===== config.mk =====
export PLATFORM = sky130hd
export DESIGN_NAME = binary_stream_gen
export DESIGN_NICKNAME = d
export VERILOG_FILES = /design/src/rtl/binary_stream_gen.sv
export SDC_FILE = /design/constraint.sdc
export NUM_CORES = 1
export LEC_CHECK = 0
export CAP_MARGIN = 20
export CELL_PAD_IN_SITES_DETAIL_PLACEMENT = 1
export CELL_PAD_IN_SITES_GLOBAL_PLACEMENT = 1
export CORE_MARGIN = 1
export CORE_UTILIZATION = 43
export DETAILED_ROUTE_END_ITERATION = 6
export GPL_ROUTABILITY_DRIVEN = 0
export PLACE_DENSITY_LB_ADDON = 0.1
export REMOVE_ABC_BUFFERS = 1
export SYNTH_ARGS = -nofsm -noshare
export SYNTH_HDL_FRONTEND = slang
export SYNTH_SLANG_ARGS = --single-unit

===== constraint.sdc =====
create_clock -name clk -period 8.9 [get_ports clk]
set_input_delay 0.89 -clock clk [delete_from_list [all_inputs] [get_ports clk]]
set_output_delay 0.89 -clock clk [all_outputs]
set_load 0.1 [all_outputs]

===== src/rtl/binary_stream_gen.sv =====
// Binary pixel-stream source: frame/line timing with programmable blanking and
// pixel pacing, plus a selectable binary test pattern for the morphology chain.
module binary_stream_gen #(
    parameter logic [9:0] IMG_HDISP = 10'd640,
    parameter logic [9:0] IMG_VDISP = 10'd480,
    parameter int         CLK_DIV   = 2,
    parameter int         HB_CLKS   = 160,
    parameter int         VB_CLKS   = 1000
) (
    input  logic       clk,
    input  logic       rst_n,
    input  logic       enable,
    input  logic [1:0] pattern_sel,
    input  logic [9:0] box_x0,
    input  logic [9:0] box_x1,
    input  logic [9:0] box_y0,
    input  logic [9:0] box_y1,
    output logic       per_frame_vsync,
    output logic       per_frame_href,
    output logic       per_frame_clken,
    output logic       per_img_Bit,
    output logic [9:0] pix_x,
    output logic [9:0] pix_y,
    output logic       frame_done,
    output logic       busy
);

    localparam int CNT_MAX = (VB_CLKS > HB_CLKS) ? VB_CLKS : HB_CLKS;
    localparam int CNT_W   = $clog2(CNT_MAX + 1);
    localparam int DIV_W   = $clog2(CLK_DIV + 1);

    localparam logic [CNT_W-1:0] VB_LAST  = CNT_W'(VB_CLKS - 1);
    localparam logic [CNT_W-1:0] HB_LAST  = CNT_W'(HB_CLKS - 1);
    localparam logic [CNT_W-1:0] CNT_ONE  = CNT_W'(1);
    localparam logic [DIV_W-1:0] DIV_LAST = DIV_W'(CLK_DIV - 1);
    localparam logic [DIV_W-1:0] DIV_ONE  = DIV_W'(1);
    localparam logic [9:0]       X_LAST   = IMG_HDISP - 10'd1;
    localparam logic [9:0]       Y_LAST   = IMG_VDISP - 10'd1;

    if ((CLK_DIV < 32'sd1) || (HB_CLKS < 32'sd1) || (VB_CLKS < 32'sd1) ||
        (IMG_HDISP == 10'd0) || (IMG_VDISP == 10'd0)) begin : g_param_err
        $error("binary_stream_gen: parameter outside its legal range");
    end

    typedef enum logic [2:0] {
        S_IDLE   = 3'd0,
        S_VBLANK = 3'd1,
        S_HBLANK = 3'd2,
        S_ACTIVE = 3'd3,
        S_TAIL   = 3'd4
    } state_t;

    function automatic logic pixel_bit(input logic [1:0] mode,
                                       input logic [9:0] x, input logic [9:0] y,
                                       input logic [9:0] x0, input logic [9:0] x1,
                                       input logic [9:0] y0, input logic [9:0] y1);
        case (mode)
            2'd0:    pixel_bit = 1'b0;
            2'd1:    pixel_bit = 1'b1;
            2'd2:    pixel_bit = (x >= x0) && (x <= x1) && (y >= y0) && (y <= y1);
            2'd3:    pixel_bit = x[3] ^ y[3];
            default: pixel_bit = 1'b0;
        endcase
    endfunction

    state_t           state_q, state_d;
    logic [CNT_W-1:0] cnt_q, cnt_d;
    logic [DIV_W-1:0] div_q, div_d;
    logic [9:0]       x_q, x_d, y_q, y_d;
    logic [1:0]       mode_q, mode_d;
    logic [9:0]       bx0_q, bx0_d, bx1_q, bx1_d, by0_q, by0_d, by1_q, by1_d;

    logic       vsync_d, href_d, clken_d, bit_d, fdone_d, busy_d;
    logic [9:0] pix_x_d, pix_y_d;

    // Next-state: blanking counters, pixel pacing and frame-constant pattern latch.
    always_comb begin
        state_d = state_q;
        cnt_d   = cnt_q;
        div_d   = div_q;
        x_d     = x_q;
        y_d     = y_q;
        mode_d  = mode_q;
        bx0_d   = bx0_q;
        bx1_d   = bx1_q;
        by0_d   = by0_q;
        by1_d   = by1_q;
        case (state_q)
            S_IDLE: begin
                cnt_d = '0;
                div_d = '0;
                x_d   = 10'd0;
                y_d   = 10'd0;
                if (enable) state_d = S_VBLANK;
                else        state_d = S_IDLE;
            end
            S_VBLANK: begin
                if (cnt_q == VB_LAST) begin
                    state_d = S_HBLANK;
                    cnt_d   = '0;
                    y_d     = 10'd0;
                    mode_d  = pattern_sel;
                    bx0_d   = box_x0;
                    bx1_d   = box_x1;
                    by0_d   = box_y0;
                    by1_d   = box_y1;
                end else begin
                    cnt_d = cnt_q + CNT_ONE;
                end
            end
            S_HBLANK: begin
                if (cnt_q == HB_LAST) begin
                    state_d = S_ACTIVE;
                    cnt_d   = '0;
                    div_d   = '0;
                    x_d     = 10'd0;
                end else begin
                    cnt_d = cnt_q + CNT_ONE;
                end
            end
            S_ACTIVE: begin
                if (div_q == DIV_LAST) begin
                    div_d = '0;
                    if (x_q == X_LAST) begin
                        x_d = 10'd0;
                        if (y_q == Y_LAST) begin
                            state_d = S_TAIL;
                            y_d     = 10'd0;
                        end else begin
                            state_d = S_HBLANK;
                            y_d     = y_q + 10'd1;
                        end
                    end else begin
                        x_d = x_q + 10'd1;
                    end
                end else begin
                    div_d = div_q + DIV_ONE;
                end
            end
            S_TAIL: begin
                // enable is only sampled here, so a frame in flight always completes
                if (cnt_q == HB_LAST) begin
                    cnt_d = '0;
                    if (enable) state_d = S_VBLANK;
                    else        state_d = S_IDLE;
                end else begin
                    cnt_d = cnt_q + CNT_ONE;
                end
            end
            default: begin
                state_d = S_IDLE;
                cnt_d   = '0;
                div_d   = '0;
                x_d     = 10'd0;
                y_d     = 10'd0;
            end
        endcase
    end

    // Output decode from the next state so the registered outputs line up with state_q.
    always_comb begin
        vsync_d = (state_d == S_HBLANK) || (state_d == S_ACTIVE) || (state_d == S_TAIL);
        href_d  = (state_d == S_ACTIVE);
        clken_d = href_d && (div_d == '0);
        fdone_d = (state_d == S_TAIL) && (cnt_d == HB_LAST);
        busy_d  = (state_d != S_IDLE);
        if (href_d) begin
            pix_x_d = x_d;
            pix_y_d = y_d;
            bit_d   = pixel_bit(mode_d, x_d, y_d, bx0_d, bx1_d, by0_d, by1_d);
        end else begin
            pix_x_d = 10'd0;
            pix_y_d = 10'd0;
            bit_d   = 1'b0;
        end
    end

    // State, counter and latched-pattern registers.
    always_ff @(posedge clk or negedge rst_n) begin
        if (!rst_n) begin
            state_q <= S_IDLE;
            cnt_q   <= '0;
            div_q   <= '0;
            x_q     <= 10'd0;
            y_q     <= 10'd0;
            mode_q  <= 2'd0;
            bx0_q   <= 10'd0;
            bx1_q   <= 10'd0;
            by0_q   <= 10'd0;
            by1_q   <= 10'd0;
        end else begin
            state_q <= state_d;
            cnt_q   <= cnt_d;
            div_q   <= div_d;
            x_q     <= x_d;
            y_q     <= y_d;
            mode_q  <= mode_d;
            bx0_q   <= bx0_d;
            bx1_q   <= bx1_d;
            by0_q   <= by0_d;
            by1_q   <= by1_d;
        end
    end

    // Registered stream outputs.
    always_ff @(posedge clk or negedge rst_n) begin
        if (!rst_n) begin
            per_frame_vsync <= 1'b0;
            per_frame_href  <= 1'b0;
            per_frame_clken <= 1'b0;
            per_img_Bit     <= 1'b0;
            pix_x           <= 10'd0;
            pix_y           <= 10'd0;
            frame_done      <= 1'b0;
            busy            <= 1'b0;
        end else begin
            per_frame_vsync <= vsync_d;
            per_frame_href  <= href_d;
            per_frame_clken <= clken_d;
            per_img_Bit     <= bit_d;
            pix_x           <= pix_x_d;
            pix_y           <= pix_y_d;
            frame_done      <= fdone_d;
            busy            <= busy_d;
        end
    end

endmodule

==> out/results.ini <==
[synthesis]
ys_ff_latch = 103
synth_common_cells = dfrtp_1 (103), nand2_1 (57), inv_1 (49)
netlist.area_leader.share = 0.455
ys_warn_count = 0
ys.flop_type = dfrtp_1
synth_edf_count = 0
synth_area_leaders = dfrtp_1 (46%), ha_1 (9.1%), mux2i_1 (6.4%)
ys_async_sr_fraction = 1.00
synth_area_leader_cell = dfrtp_1
avgSynthCellArea_sq_um = 9.90
syn_inst = 572
ys_types = 74
synthesis.area_sq_um = 5660
synth.most_common_cell = dfrtp_1
seq_area_frac_synth = 0.455

[placed_design]
dp_cells = 797
port_buffers = 70
place_hpwl_mm = 11.0
place_area_sq_um = 6500

[job]
cap_violations = 0

[critical_path]
start_kind = flop
path_class = reg -> reg
crit_path_end_kind = flop
arrival_ns = 4.49
crit_required_ns = 9.17
cp_max_fo = 42

[clock_tree]
cts_hold_buffers = 0
cts_tree = yes
cts.sinks = 103
cts_resized = 0
clk_latency_ns = 0.36
clockBufferDepth = 2
root_buffer = clkbuf_16
tritoncts.num_buffers = 9
cts.reportedPaths.clkPinSlew_ns = 0.07
htree_num_levels = 3
post-cts-setup-buffer-count = 0

[floorplanning]
die_height_um = 117
std_cell_rows = 41
core_area_sq_um = 12700
fp.dieW_um = 117
ios = 71
start_util = 0.445
die-area_sq_um = 13600

[sta]
fmax_ghz = 0.237
maxSlewHeadroom = 0.335
fin_crit_ns = 4.22
rsz0062_at_grt = no
tightestPinTransition_ns = 0.994
period_share = 0.475
fin_skew_ns = 0.00945
hold_viol = 0
tns_ns = 0
setup_viol = 0
final_max_slew_viol_count = 0

[finish]
area_growth_pct = 20.0
num_antenna_cells = 0
final_layout_size_suffix_gt1_frac = 0.0685
finish.net_count = 723
fin_util = 0.534
final_area_sq_um = 6800
fin_cells = 814

[status]
status = finished, final reports clean

[routing]
vias = 4564
wl_per_cell_um = 18.4
drtAntennaViolNets = 0
drc = 0
drt_iter0_markers = 229
routed_wl_mm = 15.0
viasPerCell = 5.61
dr.pass1.iters = 6

[power]
p_per_area_nw_per_um2 = 137
peakVddDrop_mv = 0.110
cellLeakagePower_nw = 3.29

[grt]
grt_pass1_vias = 4809
grt-ovfl-total = 0
grt_pass1_wl_mm = 24.7
grt_max_degree = 64
top_usage_layer = met2
track_usage = 0.241
antenna_found_initial = 0
gr-usage-met3 = 0.0396
use_met1 = 0.311
use_met2 = 0.404

[hold_path]
hold_path_class = reg -> reg

## path summary, 6_finish.rpt
| kind | cells past startpoint | to | slack, ns | from |
|---|---|---|---|---|
| worst max-delay path | 12 | per_img_Bit | 4.68 | state_q[1] |
| worst min-delay path | 2 | bx0_q[0] | 0.47 | bx0_q[0] |
| worst max register to register | 12 | per_img_Bit | 4.68 | state_q[1] |
| worst min register to register | 2 | bx0_q[0] | 0.47 | bx0_q[0] |
| max in group asynchronous | 2 | mode_q[0] | 7.17 | rst_n |
| min in group asynchronous | 1 | cnt_q[6] | 0.51 | rst_n |
## stage by stage
| step | hold slack, ns | setup slack, ns | power (mW) |
|---|---|---|---|
| after floorplan | 0.440 | 4.80 | 0.501 |
| after global placement | 0.451 | 4.84 | 0.534 |
| after detailed placement | 0.462 | 4.60 | 0.537 |
| after CTS | 0.478 | 4.58 | 0.941 |
| after global routing | 0.501 | 4.40 | 0.967 |
| final | 0.474 | 4.68 | 0.931 |
## kinds of logic (layout without fill, tap and decap cells)
group                    after synthesis  count (layout)  share of synthesized area
multiplexers                          37              37                     0.0656
AND/OR/NAND/NOR                      191             191                      0.178
AO/OA/AOI/OAI                        123             123                      0.147
flip-flops                           103             103                      0.455
buffers and inverters                 69             139                     0.0508
adder cells (fa/ha/maj)               42              42                     0.0926
XOR/XNOR                               7               7                     0.0108
## power by group
group / switching [mW] / internal, mW
sequential: 0.00225 / 0.475
clock: 0.186 / 0.219
combinational: 0.0238 / 0.0251
total: 0.212 / 0.719
## layout by cell type (no fill, tap or decap), types with 9 or more instances in the layout
master	count
clkbuf_16	9
nand3_1	17
inv_1	49
o21ai_0	33
o31ai_1	9
nor2b_1	11
nand2_1	57
nor2_1	35
nand4_1	11
a21oi_1	26
clkdlybuf4s50_1	69
mux2i_1	36
dfrtp_1	103
ha_1	41
## worst max-delay path, cell delays in order (launching register included)
cell	delay, ns
dfrtp_1	0.55
or3b_4	0.49
or4_2	0.66
buf_4	0.36
mux2i_1	0.30
ha_1	0.28
a21o_1	0.18
a21o_1	0.17
a211oi_1	0.48
a41oi_1	0.09
a211oi_1	0.20
o311ai_1	0.15
o31ai_2	0.20
## sequential cells by signal, summed over array words and instances, names as in the netlist, 2 cells and up
| name | flops |
|---|---|
| bx0_q | 10 |
| bx1_q | 10 |
| by0_q | 10 |
| by1_q | 10 |
| cnt_q | 10 |
| div_q | 2 |
| mode_q | 2 |
| pix_x | 10 |
| pix_y | 10 |
| state_q | 3 |
| x_q | 10 |
| y_q | 10 |
## cell type report
type / count / area [sq um]
tap: 172 / 215
clock inverter: 7 / 71.3
clock buffer: 9 / 225
timing repair buffer: 74 / 726
sequential: 103 / 2580
fill: 1450 / 5920
inverter: 49 / 184
multi-input combinational: 400 / 2800
## routing by layer
layer / share of wire / wire length, um / up-vias
met2: 0.49 / 7350 / 88
met3: 0.033 / 499 / 17
met4: 0.021 / 312 / 0
met5: 0 / 0 / -
met1: 0.46 / 6830 / 2289
li1: - / - / 2170
Power figures use the tool's default switching activity.
